--- config.mk ---
export PLATFORM = sky130hd
export DESIGN_NAME = rec_play_ctrl_flat
export DESIGN_NICKNAME = d
export VERILOG_FILES = /design/src/rtl/audio_pkg.sv /design/src/rtl/rec_play_ctrl_if.sv /design/src/rtl/slot_len_table.sv /design/src/rtl/rec_play_ctrl.sv /design/src/flat_wrapper.sv
export SDC_FILE = /design/constraint.sdc
export NUM_CORES = 1
export LEC_CHECK = 0
export ABC_CLOCK_PERIOD_IN_PS = 4150
export CAP_MARGIN = 20
export CORE_UTILIZATION = 56
export CTS_CLUSTER_DIAMETER = 50
export DETAILED_ROUTE_END_ITERATION = 12
export PLACE_DENSITY = 0.83
export SYNTH_ARGS = -nofsm -noshare
export SYNTH_HDL_FRONTEND = slang
export SYNTH_SLANG_ARGS = --single-unit
--- constraint.sdc ---
create_clock -name clock -period 4.15 [get_ports clock]
set_clock_uncertainty 0.2 [all_clocks]
set_input_delay 0.415 -clock clock [delete_from_list [all_inputs] [get_ports clock]]
set_output_delay 0.415 -clock clock [all_outputs]
set_load 0.02 [all_outputs]
--- src/rtl/audio_pkg.sv ---
// Shared types and constants for the voice recorder sample sequencer.
// Latency: n/a | backpressure: n/a.
package audio_pkg;

  localparam int NUM_SLOTS = 4;

  typedef enum logic [1:0] {
    ST_IDLE = 2'd0,
    ST_REC  = 2'd1,
    ST_PLAY = 2'd2
  } state_t;

  // Half-scale code: silence for the unsigned PWM stage.
  function automatic int unsigned mid_level(input int unsigned data_w);
    return 32'd1 << (data_w - 1);
  endfunction

endpackage

--- src/rtl/rec_play_ctrl_if.sv ---
// Control, sample and memory signals of the record/playback sequencer.
// Latency: n/a | backpressure: none, all strobes are fire-and-forget.
interface rec_play_ctrl_if #(
  parameter int ADDR_W = 14,
  parameter int DATA_W = 8
);
  logic [1:0]        slot_sel;
  logic              record_pulse;
  logic              play_pulse;
  logic [DATA_W-1:0] sample_in;
  logic              sample_in_valid;
  logic              sample_tick;
  logic [ADDR_W-1:0] mem_addr;
  logic [DATA_W-1:0] mem_wdata;
  logic              mem_en;
  logic              mem_we;
  logic [DATA_W-1:0] mem_rdata;
  logic [DATA_W-1:0] sample_out;
  logic              sample_out_valid;
  logic [1:0]        state_code;
  logic [1:0]        active_slot;
  logic              done;

  modport master (
    input  slot_sel, record_pulse, play_pulse, sample_in, sample_in_valid,
           sample_tick, mem_rdata,
    output mem_addr, mem_wdata, mem_en, mem_we, sample_out, sample_out_valid,
           state_code, active_slot, done
  );

  modport slave (
    output slot_sel, record_pulse, play_pulse, sample_in, sample_in_valid,
           sample_tick, mem_rdata,
    input  mem_addr, mem_wdata, mem_en, mem_we, sample_out, sample_out_valid,
           state_code, active_slot, done
  );
endinterface

--- src/rtl/slot_len_table.sv ---
// Per-slot recorded length store: one write port, one combinational read port.
// Latency: write visible next cycle | backpressure: none.
module slot_len_table
  import audio_pkg::*;
#(
  parameter int LEN_W = 13
) (
  input  logic             clock,
  input  logic             reset,
  input  logic [1:0]       wr_slot,
  input  logic [LEN_W-1:0] wr_len,
  input  logic             we,
  input  logic [1:0]       rd_slot,
  output logic [LEN_W-1:0] rd_len
);

  logic [LEN_W-1:0] len_q [NUM_SLOTS];

  always_ff @(posedge clock or negedge reset) begin
    if (!reset) begin
      for (int i = 0; i < NUM_SLOTS; i++) len_q[i] <= '0;
    end else if (we) begin
      len_q[wr_slot] <= wr_len;
    end
  end

  assign rd_len = len_q[rd_slot];

endmodule

--- src/rtl/rec_play_ctrl.sv ---
// Record/playback sequencer over a slotted single-port sample memory.
// Latency: writes same cycle as strobe, tick-to-sample 2 edges | backpressure: none.
module rec_play_ctrl
  import audio_pkg::*;
#(
  parameter int ADDR_W = 14,
  parameter int DATA_W = 8
) (
  input logic             clock,
  input logic             reset,
  rec_play_ctrl_if.master bus
);

  localparam int OFF_W = ADDR_W - 2;
  localparam int LEN_W = OFF_W + 1;
  localparam logic [DATA_W-1:0] MID = DATA_W'(mid_level(DATA_W));

  state_t            state;
  logic [OFF_W-1:0]  offset;
  logic [1:0]        slot;
  logic              rd_pend;
  logic [DATA_W-1:0] smp_out;
  logic              smp_vld;
  logic              done_q;

  logic              wr_go, rd_go, rec_stop, play_last;
  logic [LEN_W-1:0]  cur_len, next_cnt;

  assign wr_go = (state == ST_REC) && bus.sample_in_valid;
  assign rd_go = (state == ST_PLAY) && bus.sample_tick && !bus.play_pulse;

  // Samples written including this cycle's; reaches SLOT_DEPTH on the full write.
  assign next_cnt  = {1'b0, offset} + LEN_W'(wr_go);
  assign rec_stop  = (state == ST_REC) && ((wr_go && (&offset)) || bus.record_pulse);
  assign play_last = (({1'b0, offset} + LEN_W'(1)) == cur_len);

  slot_len_table #(.LEN_W(LEN_W)) u_len (
    .clock   (clock),
    .reset   (reset),
    .wr_slot (slot),
    .wr_len  (next_cnt),
    .we      (rec_stop),
    .rd_slot ((state == ST_IDLE) ? bus.slot_sel : slot),
    .rd_len  (cur_len)
  );

  assign bus.mem_en           = wr_go || rd_go;
  assign bus.mem_we           = wr_go;
  assign bus.mem_addr         = (wr_go || rd_go) ? {slot, offset} : '0;
  assign bus.mem_wdata        = wr_go ? bus.sample_in : '0;
  assign bus.sample_out       = smp_out;
  assign bus.sample_out_valid = smp_vld;
  assign bus.state_code       = state;
  assign bus.active_slot      = slot;
  assign bus.done             = done_q;

  always_ff @(posedge clock or negedge reset) begin
    if (!reset) begin
      state   <= ST_IDLE;
      offset  <= '0;
      slot    <= '0;
      rd_pend <= 1'b0;
      smp_out <= MID;
      smp_vld <= 1'b0;
      done_q  <= 1'b0;
    end else begin
      smp_vld <= 1'b0;
      done_q  <= 1'b0;
      rd_pend <= rd_go;
      case (state)
        ST_IDLE: begin
          smp_out <= MID;
          if (bus.record_pulse) begin
            slot   <= bus.slot_sel;
            offset <= '0;
            state  <= ST_REC;
          end else if (bus.play_pulse && (cur_len != '0)) begin
            slot   <= bus.slot_sel;
            offset <= '0;
            state  <= ST_PLAY;
          end
        end
        ST_REC: begin
          if (rec_stop) begin
            done_q <= 1'b1;
            offset <= '0;
            state  <= ST_IDLE;
          end else if (wr_go) begin
            offset <= offset + 1'b1;
          end
        end
        ST_PLAY: begin
          // A stop discards any read still in flight.
          if (bus.play_pulse) begin
            smp_out <= MID;
            done_q  <= 1'b1;
            rd_pend <= 1'b0;
            offset  <= '0;
            state   <= ST_IDLE;
          end else if (rd_pend) begin
            smp_out <= bus.mem_rdata;
            smp_vld <= 1'b1;
            if (play_last) begin
              done_q <= 1'b1;
              offset <= '0;
              state  <= ST_IDLE;
            end else begin
              offset <= offset + 1'b1;
            end
          end
        end
        default: state <= ST_IDLE;
      endcase
    end
  end

endmodule

--- src/flat_wrapper.sv ---
// flat-port wrapper written by rule: the top's interface ports become plain ports
module rec_play_ctrl_flat import audio_pkg::*;
#(
  parameter int ADDR_W = 14,
  parameter int DATA_W = 8
)
  (clock, reset, bus_slot_sel, bus_record_pulse, bus_play_pulse, bus_sample_in, bus_sample_in_valid, bus_sample_tick, bus_mem_rdata, bus_mem_addr, bus_mem_wdata, bus_mem_en, bus_mem_we, bus_sample_out, bus_sample_out_valid, bus_state_code, bus_active_slot, bus_done);
  rec_play_ctrl_if #(.ADDR_W(ADDR_W), .DATA_W(DATA_W)) bus_i ();
  input logic clock;
  input logic reset;
  input wire logic [$bits(bus_i.slot_sel)-1:0] bus_slot_sel;
  input wire logic [$bits(bus_i.record_pulse)-1:0] bus_record_pulse;
  input wire logic [$bits(bus_i.play_pulse)-1:0] bus_play_pulse;
  input wire logic [$bits(bus_i.sample_in)-1:0] bus_sample_in;
  input wire logic [$bits(bus_i.sample_in_valid)-1:0] bus_sample_in_valid;
  input wire logic [$bits(bus_i.sample_tick)-1:0] bus_sample_tick;
  input wire logic [$bits(bus_i.mem_rdata)-1:0] bus_mem_rdata;
  output wire logic [$bits(bus_i.mem_addr)-1:0] bus_mem_addr;
  output wire logic [$bits(bus_i.mem_wdata)-1:0] bus_mem_wdata;
  output wire logic [$bits(bus_i.mem_en)-1:0] bus_mem_en;
  output wire logic [$bits(bus_i.mem_we)-1:0] bus_mem_we;
  output wire logic [$bits(bus_i.sample_out)-1:0] bus_sample_out;
  output wire logic [$bits(bus_i.sample_out_valid)-1:0] bus_sample_out_valid;
  output wire logic [$bits(bus_i.state_code)-1:0] bus_state_code;
  output wire logic [$bits(bus_i.active_slot)-1:0] bus_active_slot;
  output wire logic [$bits(bus_i.done)-1:0] bus_done;
  assign bus_i.slot_sel = bus_slot_sel;
  assign bus_i.record_pulse = bus_record_pulse;
  assign bus_i.play_pulse = bus_play_pulse;
  assign bus_i.sample_in = bus_sample_in;
  assign bus_i.sample_in_valid = bus_sample_in_valid;
  assign bus_i.sample_tick = bus_sample_tick;
  assign bus_i.mem_rdata = bus_mem_rdata;
  assign bus_mem_addr = bus_i.mem_addr;
  assign bus_mem_wdata = bus_i.mem_wdata;
  assign bus_mem_en = bus_i.mem_en;
  assign bus_mem_we = bus_i.mem_we;
  assign bus_sample_out = bus_i.sample_out;
  assign bus_sample_out_valid = bus_i.sample_out_valid;
  assign bus_state_code = bus_i.state_code;
  assign bus_active_slot = bus_i.active_slot;
  assign bus_done = bus_i.done;
  rec_play_ctrl #(.ADDR_W(ADDR_W), .DATA_W(DATA_W)) u_core (.clock(clock), .reset(reset), .bus(bus_i));
endmodule
**After elaboration in Yosys (flattened, before gate mapping)**

Cells that the tools add are included.

- Bits in registers: 79
- Bits of input ports: 24
- Word-level logic and storage cells: 86

- Add/subtract/negate cells: 3
- Magnitude comparators: 3
- Eq/ne operators: 8
- Mux-type cells: 39
- Bitwise gates (word level): 2
- Reduce and logical (&&, ||, !) cells: 20

Operators with widths:

| kind | count |
|---|---|
| 2-to-1 mux 12 bit | 7 |
| bitwise mux 52 bit | 1 |
| 2-to-1 mux 13 bit | 3 |
| case mux 12 bit (3 select lines) | 1 |
| binary-select mux 13 bit (select 2 bit) | 1 |
| demux 13 bit (select 2 bit) | 1 |
| 2-to-1 mux 8 bit | 3 |
| 2-to-1 mux 2 bit | 9 |
| case mux 8 bit (2 select lines) | 1 |
| 2-to-1 mux 14 bit | 1 |
| adder 12 x 1 -> 13 bit | 1 |
| adder 12 x 1 -> 13 bit (second input constant) | 1 |
| equality test 13 bit | 1 |
| nonzero test 13 bit | 1 |
| adder 12 x 1 -> 12 bit (second input constant) | 1 |
| AND reduction 12 bit | 1 |
| 2-to-1 mux 1 bit | 9 |
| AND reduction 4 bit | 2 |
| logical AND 1 bit | 7 |
| greater-or-equal comparator 3 bit (second input constant) | 2 |
| != test 3 x 2 -> 1 bit (second input constant) | 2 |
| NOT 2 -> 3 bit | 2 |
| case mux 2 bit (3 select lines) | 1 |
| AND reduction 2 bit | 2 |
| other kinds (12) | 14 |

**Depth between registers and ports, before layout**

Gate-level depths: netlist of the first run.

- Depth after elaboration: 11
- Gate-level depth with buffers: 13

**Cells and area by module**

From an unflattened synthesis of the first run, not the netlist that was laid out.

- Cells, all modules: 389
- Area total of the unflattened synthesis: 4490.6 µm²

Modules (own cells, without submodules):

| module | times used | cells an instance | area an instance (µm²) |
|---|---|---|---|
| slot_len_table | 1 | 127 | 2254.7 |
| rec_play_ctrl | 1 | 262 | 2235.9 |

**Least setup slack after synthesis of the first run**

No wires, ideal clock.

- Kind: register -> register
- From: reg u_core.state[0] (netlist: u_core.bus.state_code[0])
- To: reg u_core.slot[0] (netlist: u_core.bus.active_slot[0])
- Data arrival time: 3.205 ns
- Required time: 3.822 ns
- Setup slack: 0.617 ns
- Stages on the path, launching flop included: 11
- Path buffers: 1
- Cells stage by stage: dfrtp_1 > inv_1 > ha_1 > buf_6 > mux2i_4 > mux4_2 > or3_1 > a211o_1 > o21a_4 > o21ai_4 > mux2_1

- Cells in the longest elaborated chain, start to end: 10

RTL lines:

| item | RTL line | source |
|---|---|---|
| start: declaration | rec_play_ctrl.sv:18 | `state_t state;` |
| start signal: assignment | rec_play_ctrl.sv:59 | `state <= ST_IDLE;` |
| start signal: assignment | rec_play_ctrl.sv:76 | `state <= ST_REC;` |
| start signal: assignment | rec_play_ctrl.sv:80 | `state <= ST_PLAY;` |
| logical NOT 2 bit * | rec_play_ctrl.sv:43, rec_play_ctrl.sv:70 |  |
| 2-to-1 mux 2 bit | rec_play_ctrl.sv:43 | `.rd_slot ((state == ST_IDLE) ? bus.slot_sel : slot),` |
| NOT 2 -> 3 bit (implied by the code) | slot_len_table.sv:27 | `assign rd_len = len_q[rd_slot];` |
| binary-select mux 13 bit (select 2 bit) | slot_len_table.sv:27 |  |
| 2-to-1 mux 13 bit (implied by the code) (2 in series) | slot_len_table.sv:27 |  |
| nonzero test 13 bit | rec_play_ctrl.sv:77 | `end else if (bus.play_pulse && (cur_len != '0)) begin` |
| logical AND 1 bit | rec_play_ctrl.sv:77 |  |
| nonzero test 2 bit (no source line) | - |  |
| AND reduction 2 bit (no source line) * | - |  |
| end signal: assignment | rec_play_ctrl.sv:74 | `slot <= bus.slot_sel;` |
| end signal: assignment | rec_play_ctrl.sv:78 | `slot <= bus.slot_sel;` |
| end: declaration | rec_play_ctrl.sv:20 | `logic [1:0] slot;` |

Every way passes the cells marked *; elsewhere a longest branch is shown, timed or not. The select of a mux whose other input is x is not followed.
A chain may end at the register's enable or synchronous reset.

**Final worst setup path of the first run**

- From: reg u_core.state[1] (netlist: u_core.bus.state_code[1])
- To: reg u_core.state[0] (netlist: u_core.bus.state_code[0])

- Cells in the longest elaborated chain, start to end: 10

RTL lines:

| item | RTL line |
|---|---|
| logical NOT 2 bit | rec_play_ctrl.sv:43, rec_play_ctrl.sv:70 |
| 2-to-1 mux 2 bit | rec_play_ctrl.sv:43 |
| NOT 2 -> 3 bit (implied by the code) | slot_len_table.sv:27 |
| binary-select mux 13 bit (select 2 bit) | slot_len_table.sv:27 |
| 2-to-1 mux 13 bit (implied by the code) (2 in series) | slot_len_table.sv:27 |
| nonzero test 13 bit | rec_play_ctrl.sv:77 |
| logical AND 1 bit | rec_play_ctrl.sv:77 |
| != test 3 bit (no source line) | - |
| AND reduction 4 bit (no source line) | - |

Parallel ways exist; a longest one is shown, timed or not. The select of a mux whose other input is x is not followed.

==> results.json, run 1 <==
{
  "multi_input_area_mm2": 0.00258,
  "numCtsBuffers": 9,
  "drt_iter0_drc": 270,
  "cp_slowest_cell": "mux4_2",
  "ys_ff_latch": 79,
  "gp_congestion": 0.890,
  "synth_edf_count": 0,
  "crit_required_ns": 4.24,
  "crit_arrival_ns": 3.99,
  "status": "finished clean",
  "syn_area_per_cell_um2": 9.79,
  "grt_util_all_layers": 0.294,
  "peakVddDrop_v": 0.000391,
  "clkPwrFrac": 0.182,
  "relSlewSlack": 0.553,
  "post_drt_wl_per_cell_um": 18.9,
  "netSwitchingPower_w": 0.00141,
  "p_leak_nw": 2.37,
  "cts.reportedPaths.clkPinSlew_ns": 0.08,
  "muxShareOfSynthArea": 0.109,
  "overflow": 0,
  "setup_viol": 0,
  "worst-path-buf-inv": 2,
  "power_density_mw_per_mm2": 591,
  "clk_latency_ns": 0.36,
  "cp_cell_sequence": "inv_1 -> ha_1 -> mux2i_4 -> buf_4 -> mux4_2 -> xnor2_1 -> a2111oi_0 -> nand4_1 -> or3_1 -> nand3_1",
  "finalMaxSlewViolations": 0,
  "clockBufferDepth": 2,
  "fin_tns_setup_ns": 0,
  "first_global_vias": 4042,
  "die_h_um": 93.9,
  "core.rowCount": 33,
  "worst-path-stages": 10,
  "die_w_um": 93.9,
  "netlist_area_mm2": 0.00473,
  "synth-main-ff-cell": "dfrtp_1",
  "drive_above_1_share": 0.138,
  "synth.largest_area_cell": "dfrtp_1",
  "hpwl_um": 8790,
  "ys_top_cells_by_area": "dfrtp_1, mux2_2, a21oi_1, nor2_1, xnor2_1",
  "synth_xor_area_frac": 0.0537,
  "clock-root-buffer": "clkbuf_8",
  "synthesis.nets": 514,
  "post-route-util": 0.691,
  "hold_viol_final": 0,
  "synth_compound_area_frac": 0.154,
  "final_nets": 569,
  "dpl_cell_area_mm2": 0.00540,
  "postLayoutCellArea_mm2": 0.00565,
  "cap_viol_max_count": 0,
  "core_mm2": 0.00818,
  "worst_pin_slew_ns": 0.671,
  "syn_inst": 483,
  "portBuffers": 61,
  "seq_area_frac_synth": 0.418,
  "area_growth_pct": 19.5,
  "vias_per_cell": 6.34,
  "endpoint_kind": "flip-flop",
  "fmax_mhz": 256,
  "yosys_warnings": 0,
  "path_delay_family": "multiplexers",
  "synthArstFlopShare": 1.00,
  "hold_ws_ns": 0.277,
  "p_seq_frac": 0.340,
  "cp_max_fo": 8,
  "antenna_found_initial": 0,
  "criticalPathCategory": "reg -> reg",
  "ios": 62,
  "fin_crit_sh": 0.941,
  "synth_top_family_by_area": "simple AND/OR/NAND/NOR gates",
  "synth.top_cell.area_share": 0.413,
  "grt_first_pass_wirelength_um": 19800,
  "rsz0062_at_grt": "false",
  "first_pass_iters": 5,
  "sw_frac_of_total": 0.423,
  "clkSinkCount": 79,
  "antennaDiodeCount": 0,
  "synthSimpleGateAreaFrac": 0.208,
  "fillCellCount": 633,
  "ctsHtreeMaxLevel": 3,
  "grt_max_degree": 80,
  "seq_area_mm2": 0.00198,
  "fin_crit_ns": 3.90,
  "hold_class": "reg -> reg",
  "synthAdderAreaFrac": 0.0185,
  "reg2reg_depth": 10,
  "die_area_mm2": 0.00882,
  "routed_wl_um": 12300,
  "yosysUniqueCellTypes": 64,
  "slowest_delay_ns": 0.51,
  "comb_power_share": 0.478,
  "via_count": 4108,
  "p_int_w": 0.00193,
  "cts_tree": "done",
  "ant_nets": 0,
  "whs_path_depth": 2,
  "worst_setup_path_start_kind": "flip-flop",
  "initial_utilization": 0.579,
  "drc": 0
}
==> sequential cells by signal, summed over array words and instances (netlist names) <==
register and flops:
u_core.bus.state_code 2, u_core.bus.active_slot 2, u_core.bus.sample_out_valid 1, u_core.u_len.len_q 52
u_core.bus.done 1, u_core.offset 12, u_core.rd_pend 1, u_core.bus.sample_out 8
==> metrics by stage <==
step	total power, W	setup WS, ns	std cells
floorplan	0.00226	0.617	483
detailed placement	0.00269	0.233	630
global route	0.00353	0.0647	648
finish	0.00334	0.247	648
global placement	0.00262	0.374	630
CTS	0.00329	0.223	646
==> per-layer routing <==
layer | part of all wire | vias up | global-route usage
met1 | 0.41 | 1996 | 0.383
met2 | 0.47 | 209 | 0.459
met3 | 0.079 | 44 | 0.0615
met4 | 0.038 | 0 | 0.160
met5 | 0 | - | 0
li1 | - | 1859 | -
==> Yosys cell counts, types with 5 or more instances <==
cell	count
nor2_1	40
o211ai_1	5
and2_1	16
nor3_1	11
mux4_2	5
nand4_1	9
a211oi_1	5
a21oi_1	34
nand2b_1	6
mux2i_1	12
nor2b_1	13
xnor2_1	17
a22o_1	7
clkbuf_1	17
nand2_1	32
dfrtp_1	78
mux2_2	19
or3_1	6
or2_2	9
xor2_1	12
inv_1	7
buf_2	6
and3_1	8
nand3_1	22
o21ai_0	14
ha_1	7
==> timing repair <==
item | CTS | global route
endpoints found under the setup margin | 0 | 9
hold endpoints to repair | 0 | 38
hold buffers | 0 | 1
gates resized for setup | 0 | 2
setup buffers | 0 | 0
==> cell type report <==
cell class / instances / share of cell area
multi-input cells: 367 / 0.457
flip-flops and latches: 79 / 0.350
repair buffers: 74 / 0.128
well taps: 105 / 0.0233
clock buffers: 9 / 0.0219
clock inverters: 7 / 0.0153
inverters: 7 / 0.00465
==> power groups by stage <==
stage	combinational, W	sequential, W	clock [W]
floorplan	0.00118	0.00109	0
global placement	0.00149	0.00113	0
detailed placement	0.00154	0.00114	0
CTS	0.00155	0.00113	0.000616
global route	0.00172	0.00115	0.000658
finish	0.00160	0.00113	0.000608
==> logic make-up after synthesis <==
logic type               Yosys count
adder cells (fa/ha/maj)            7
AO/OA/AOI/OAI                    103
buffers and inverters             37
AND/OR/NAND/NOR                  187
XOR/XNOR                          29
flip-flops                        79
multiplexers                      41
==> layout by cell type, fill, tap and decap left out, types with 5 or more instances in the layout <==
master,n
a21oi_1,34
ha_1,7
buf_4,12
nand2_1,32
dfrtp_1,78
o211ai_1,5
nand4_1,9
inv_1,7
a211oi_1,5
nand3_1,22
a22o_1,7
and3_1,8
nand2b_1,6
mux2_2,19
clkbuf_8,9
mux4_2,5
nor2_1,40
xnor2_1,17
or2_2,9
and2_1,16
nor2b_1,13
o21ai_0,13
or3_1,6
mux2i_1,12
xor2_1,12
clkdlybuf4s50_1,60
nor3_1,11
==> final timing paths <==
kind | start | to | slack, ns
setup / recovery | u_core.bus.state_code[1] | u_core.bus.state_code[0] | 0.25
hold / removal | u_core.bus.sample_out[7] | u_core.bus.sample_out[7] | 0.28
setup reg to reg | u_core.bus.state_code[1] | u_core.bus.state_code[0] | 0.25
hold reg to reg | u_core.bus.sample_out[7] | u_core.bus.sample_out[7] | 0.28
max in group asynchronous | reset | u_core.offset[7] | 2.79
min in group asynchronous | reset | u_core.u_len.len_q[30] | 0.36
==> worst min-delay path, stage by stage, from the launching register on <==
cell,delay [ns]
dfstp_2,0.37
inv_1,0.04
a22oi_1,0.06
No activity file was read; power rests on OpenSTA's default activity.
==> run 2, diff against run 1 <==
--- a/config.mk
+++ b/config.mk
@@ -10,7 +10,7 @@
 export CORE_UTILIZATION = 56
 export CTS_CLUSTER_DIAMETER = 50
 export DETAILED_ROUTE_END_ITERATION = 12
-export PLACE_DENSITY = 0.83
+export PLACE_DENSITY = 0.77
 export SYNTH_ARGS = -nofsm -noshare
 export SYNTH_HDL_FRONTEND = slang
 export SYNTH_SLANG_ARGS = --single-unit
==> run 2 against run 1 <==
  * Combinational power shrank 3%
  * Via count fell by 4.0%
  * Sequential share of layout area down 0.070 points
  * Global-route usage down 0.43 points
  * Non-clock buffer count shrank 1
  * Worst setup slack better by 0.14 ns
  * Wire length down 2.4%
  * Design area up 0.20%
  * Core utilization increased by 0.14 points
  * Register-to-register slack improved by 0.14 ns
  * Flip-flop and latch count stayed put
==> results.json, run 2 (synthesized netlist as in run 1, its figures left out) <==
{
  "status": "finished clean",
  "clockBufferDepth": 2,
  "area_growth_pct": 19.7,
  "antennaDiodeCount": 0,
  "ios": 62,
  "power_density_mw_per_mm2": 597,
  "die_area_mm2": 0.00882,
  "ctsHtreeMaxLevel": 3,
  "finalMaxSlewViolations": 0,
  "instances_no_fill": 647,
  "dp_slack_ns": 0.384,
  "worst_pin_slew_ns": 0.654,
  "first_pass_iters": 7,
  "portBuffers": 61,
  "drc": 0,
  "p_leak_nw": 2.38,
  "worst_setup_path_start_kind": "flip-flop",
  "cp_max_fo": 15,
  "routed_wl_um": 12000,
  "min_delay_worst_endpoint": "u_core.bus.sample_out[7]",
  "initial_utilization": 0.579,
  "core_mm2": 0.00818,
  "antenna_found_initial": 0,
  "endpoint_kind": "flip-flop",
  "ant_nets": 0,
  "r2r_start": "u_core.bus.state_code[0]",
  "reg2reg_slack_ns": 0.39,
  "die_w_um": 93.9,
  "final_nets": 568,
  "clock-root-buffer": "clkbuf_8",
  "final_cell_mix": "dfrtp_1, clkdlybuf4s50_1, nor2_1, a21oi_1, nand2_1",
  "first_global_vias": 3863,
  "cap_viol_max_count": 0,
  "placed_cells": 629,
  "hold_viol_final": 0,
  "cts_tree": "done",
  "peakVddDrop_v": 0.000360,
  "relSlewSlack": 0.564,
  "hold_start": "u_core.bus.sample_out[7]",
  "whs_path_depth": 2,
  "hold_ws_ns": 0.276,
  "hpwl_um": 8570,
  "layout_commonest_cell": "dfrtp_1",
  "setup_viol": 0,
  "criticalPathCategory": "reg -> reg",
  "r2r-end": "u_core.offset[6]",
  "grt_util_all_layers": 0.290,
  "post_drt_wl_per_cell_um": 18.5,
  "post-route-util": 0.693,
  "cts_setup_buffers": 0,
  "via_count": 3944,
  "crit_required_ns": 4.19,
  "top_register": "u_core.u_len.len_q",
  "clk_latency_ns": 0.36,
  "core.rowCount": 33,
  "fin_crit_ns": 3.76,
  "reg2reg_depth": 11,
  "fmax_mhz": 266,
  "cts.reportedPaths.clkPinSlew_ns": 0.09,
  "grt_max_degree": 80,
  "die_h_um": 93.9,
  "gp_congestion": 0.899,
  "fin_ws_ns": 0.387,
  "fin_tns_setup_ns": 0,
  "largest_register_ffs": 52,
  "clkSinkCount": 79,
  "crit_arrival_ns": 3.80,
  "drt_iter0_drc": 359,
  "vias_per_cell": 6.10,
  "hold_class": "reg -> reg",
  "overflow": 0,
  "rsz0062_at_grt": "false",
  "grt_first_pass_wirelength_um": 19300,
  "fin_crit_sh": 0.907,
  "drive_above_1_share": 0.133,
  "numCtsBuffers": 9
}
==> run 2: cell types whose count changed in the layout (fill, tap and decap cells not counted), moves of 2 or more <==
cell	previous run	this run
clkbuf_1	0	2
bufinv_16	1	3
inv_6	2	0
inv_8	2	0
==> run 2: metrics by stage <==
step	cell area (um^2)	total power (W)
5_1_grt	5660	0.00360
3_5_place_dp	5390	0.00268
3_3_place_gp	5390	0.00262
6_report	5660	0.00338
2_1_floorplan	4730	0.00226
4_1_cts	5630	0.00337
==> run 2: critical path: stages (launching register included) <==
cell and delay, ns:
dfrtp_1 0.47, inv_1 0.11, ha_1 0.21, buf_4 0.20, nand2b_1 0.21, o22ai_1 0.33, a221oi_1 0.18, or2_2 0.32
or4b_1 0.61, o211ai_2 0.52, a211o_1 0.22, o211ai_1 0.08
==> run 2: final cells by class <==
type,instances,area [um^2]
sequential,79,1980
clock buffer,11,131
inverter,7,26.3
tap,105,131
timing repair buffer,73,713
fill,637,2510
multi-input combinational,367,2570
clock inverter,5,106
==> run 2: how the worst max path moves through the flow <==
stage	start	endpoint	slack [ns]	cells past startpoint
finish	u_core.bus.state_code[0]	u_core.offset[6]	0.39	11
global route	u_core.bus.state_code[0]	u_core.offset[7]	0.15	11
CTS	u_core.bus.state_code[0]	u_core.offset[6]	0.43	11
detailed placement	bus_slot_sel[0]	u_core.offset[5]	0.38	10
global placement	bus_slot_sel[0]	u_core.offset[5]	0.46	9
floorplan	u_core.bus.state_code[0]	u_core.bus.active_slot[0]	0.62	10
==> run 2: power breakdown <==
group	leakage [nW]	switching [W]	internal, W
logic	1.22	0.000876	0.000688
registers	1.04	0.000187	0.000941
clock network	0.114	0.000287	0.000401
total	2.38	0.00135	0.00203
==> run 2: timing repair <==
| item | in CTS | in global routing |
|---|---|---|
| gates resized for setup | 0 | 0 |
| hold endpoints to repair | 0 | 35 |
| hold buffers | 0 | 1 |
==> run 2: metal layers <==
metal / wire length [um] / GRT usage / vias to the layer above
li1: - / - / 1848
met3: 810 / 0.0469 / 28
met5: 0 / 0 / -
met2: 5810 / 0.479 / 177
met4: 288 / 0.113 / 0
met1: 5080 / 0.382 / 1891
==> run 3, diff against run 2 <==
--- a/config.mk
+++ b/config.mk
@@ -10,6 +10,7 @@
 export CORE_UTILIZATION = 56
 export CTS_CLUSTER_DIAMETER = 50
 export DETAILED_ROUTE_END_ITERATION = 12
+export GPL_ROUTABILITY_DRIVEN = 0
 export PLACE_DENSITY = 0.77
 export SYNTH_ARGS = -nofsm -noshare
 export SYNTH_HDL_FRONTEND = slang
==> run 3 against run 2 <==
  * Flip-flop and latch count unchanged
  * Design area fell by 1.1%
  * Sequential share of layout area grew 0.41 points
  * Clock power is 9.6% lower
  * Critical path type unchanged
  * Cell count fell by 0.62%
  * Largest power group unchanged
  * Highest routed layer unchanged
  * Core utilization fell by 0.80 points
  * Via count is 0.66% higher
  * Combinational power is essentially flat
  * Worst setup slack got worse by 0.076 ns
==> results.json, run 3 (synthesized netlist as in run 1, its figures left out) <==
{
  "grt_max_degree": 80,
  "post_drt_wl_per_cell_um": 18.6,
  "crit_arrival_ns": 3.87,
  "peakVddDrop_v": 0.000389,
  "cts_setup_buffers": 0,
  "die_w_um": 93.9,
  "core_mm2": 0.00818,
  "overflow": 0,
  "reg2reg_slack_ns": 0.31,
  "antennaDiodeCount": 0,
  "power_w": 0.00329,
  "status": "finished clean",
  "core.rowCount": 33,
  "multi_input_area_mm2": 0.00257,
  "cts_tree": "done",
  "clockBufferDepth": 2,
  "hold_ws_ns": 0.00846,
  "ant_nets": 0,
  "hpwl_um": 8740,
  "r2r_start": "u_core.bus.state_code[1]",
  "ctsHtreeMaxLevel": 3,
  "placed_cells": 628,
  "area_growth_pct": 18.3,
  "fin_tns_setup_ns": 0,
  "numCtsBuffers": 9,
  "power_density_mw_per_mm2": 588,
  "ios": 62,
  "clkPwrFrac": 0.189,
  "drc": 0,
  "setup_viol": 0,
  "ctsResizeCount": 0,
  "hold_viol_final": 0,
  "worst_setup_path_start_kind": "flip-flop",
  "r2r-end": "u_core.offset[5]",
  "startpoint": "u_core.bus.state_code[1]",
  "final_cell_mix": "dfrtp_1, clkdlybuf4s50_1, nor2_1, a21oi_1, nand2_1",
  "grt_util_all_layers": 0.293,
  "endpoint": "u_core.offset[5]",
  "rsz0062_at_grt": "false",
  "portBuffers": 61,
  "first_pass_iters": 6,
  "drive_above_1_share": 0.132,
  "final_nets": 565,
  "finalMaxSlewViolations": 0,
  "layout_commonest_cell": "dfrtp_1",
  "fillCellCount": 651,
  "relSlewSlack": 0.362,
  "drt_iter0_drc": 286,
  "p_leak_nw": 2.35,
  "first_global_vias": 3902,
  "fmax_mhz": 260,
  "instances_no_fill": 643,
  "crit_required_ns": 4.18,
  "via_count": 3970,
  "clkSinkCount": 79,
  "fin_crit_sh": 0.925,
  "endpoint_kind": "flip-flop",
  "fin_crit_ns": 3.84,
  "top_register": "u_core.u_len.len_q",
  "reg2reg_depth": 11,
  "vias_per_cell": 6.17,
  "cp_max_fo": 14,
  "p_seq_frac": 0.344,
  "sw_frac_of_total": 0.407,
  "cts_hold_buf": 0,
  "netSwitchingPower_w": 0.00134,
  "cap_viol_max_count": 0,
  "grt_first_pass_wirelength_um": 19500,
  "hold_class": "in -> async",
  "die_area_mm2": 0.00882,
  "cts.reportedPaths.clkPinSlew_ns": 0.09,
  "criticalPathCategory": "reg -> reg",
  "p_int_w": 0.00195,
  "largest_register_ffs": 52,
  "initial_utilization": 0.579,
  "clk_latency_ns": 0.36,
  "die_h_um": 93.9,
  "comb_power_share": 0.467,
  "routed_wl_um": 11900,
  "worst_pin_slew_ns": 0.957,
  "seq_area_mm2": 0.00198,
  "antenna_found_initial": 0,
  "clock-root-buffer": "clkbuf_8"
}
==> run 3: changes by cell type in the layout (fill, tap and decap cells not counted) <==
cell,before,now
clkbuf_1,2,0
buf_12,1,0
dlygate4sd3_1,1,0
clkinv_2,0,2
bufinv_16,3,2
buf_4,11,10
==> run 3: power by group through the flow <==
| stage | logic, W | registers (W) | clock network, W |
|---|---|---|---|
| 2_1_floorplan | 0.00118 | 0.00109 | 0 |
| 3_3_place_gp | 0.00148 | 0.00113 | 0 |
| 3_5_place_dp | 0.00152 | 0.00114 | 0 |
| 4_1_cts | 0.00153 | 0.00113 | 0.000634 |
| 5_1_grt | 0.00169 | 0.00115 | 0.000658 |
| 6_report | 0.00154 | 0.00113 | 0.000623 |
==> run 3: critical path, cell delays in order (launching register included) <==
cell	delay, ns
dfrtp_1	0.44
inv_1	0.12
ha_1	0.25
buf_4	0.24
mux2_2	0.42
and2_0	0.17
o21ai_0	0.35
nand2_1	0.09
or4b_1	0.57
o211ai_2	0.54
a211o_1	0.24
o211ai_1	0.09
==> run 3: per-stage QoR <==
stage               worst slack (ns)  area [um^2]   util
global route                   0.150         5600  0.685
detailed placement             0.369         5390  0.659
CTS                            0.352         5600  0.685
finish                         0.311         5600  0.685
global placement               0.473         5390  0.659
floorplan                      0.617         4730      -
==> run 3: routing by layer <==
metal	part of all wire	global-route usage	vias to the layer above	wire, um
met4	0.026	0.128	0	311
met2	0.49	0.501	159	5870
met1	0.42	0.365	1933	4980
met5	0	0	-	0
li1	-	-	1846	-
met3	0.065	0.0477	32	772
==> run 3: cell type report <==
type                    instances  share of cell area
clock buffers                   9              0.0221
clock inverters                 6              0.0154
inverters                       7             0.00469
multi-input cells             367               0.460
flip-flops and latches         79               0.353
well taps                     105              0.0235
repair buffers                 70               0.121
==> run 3: how the worst min path moves through the flow <==
stage,start,to,slack [ns]
5_1_grt,reset,u_core.u_len.len_q[17],0.10
3_3_place_gp,u_core.bus.sample_out[7],u_core.bus.sample_out[7],0.26
4_1_cts,reset,u_core.u_len.len_q[17],0.04
3_5_place_dp,u_core.bus.sample_out[7],u_core.bus.sample_out[7],0.27
2_1_floorplan,reset,u_core.bus.active_slot[0],-0.08
6_report,reset,u_core.u_len.len_q[30],0.008
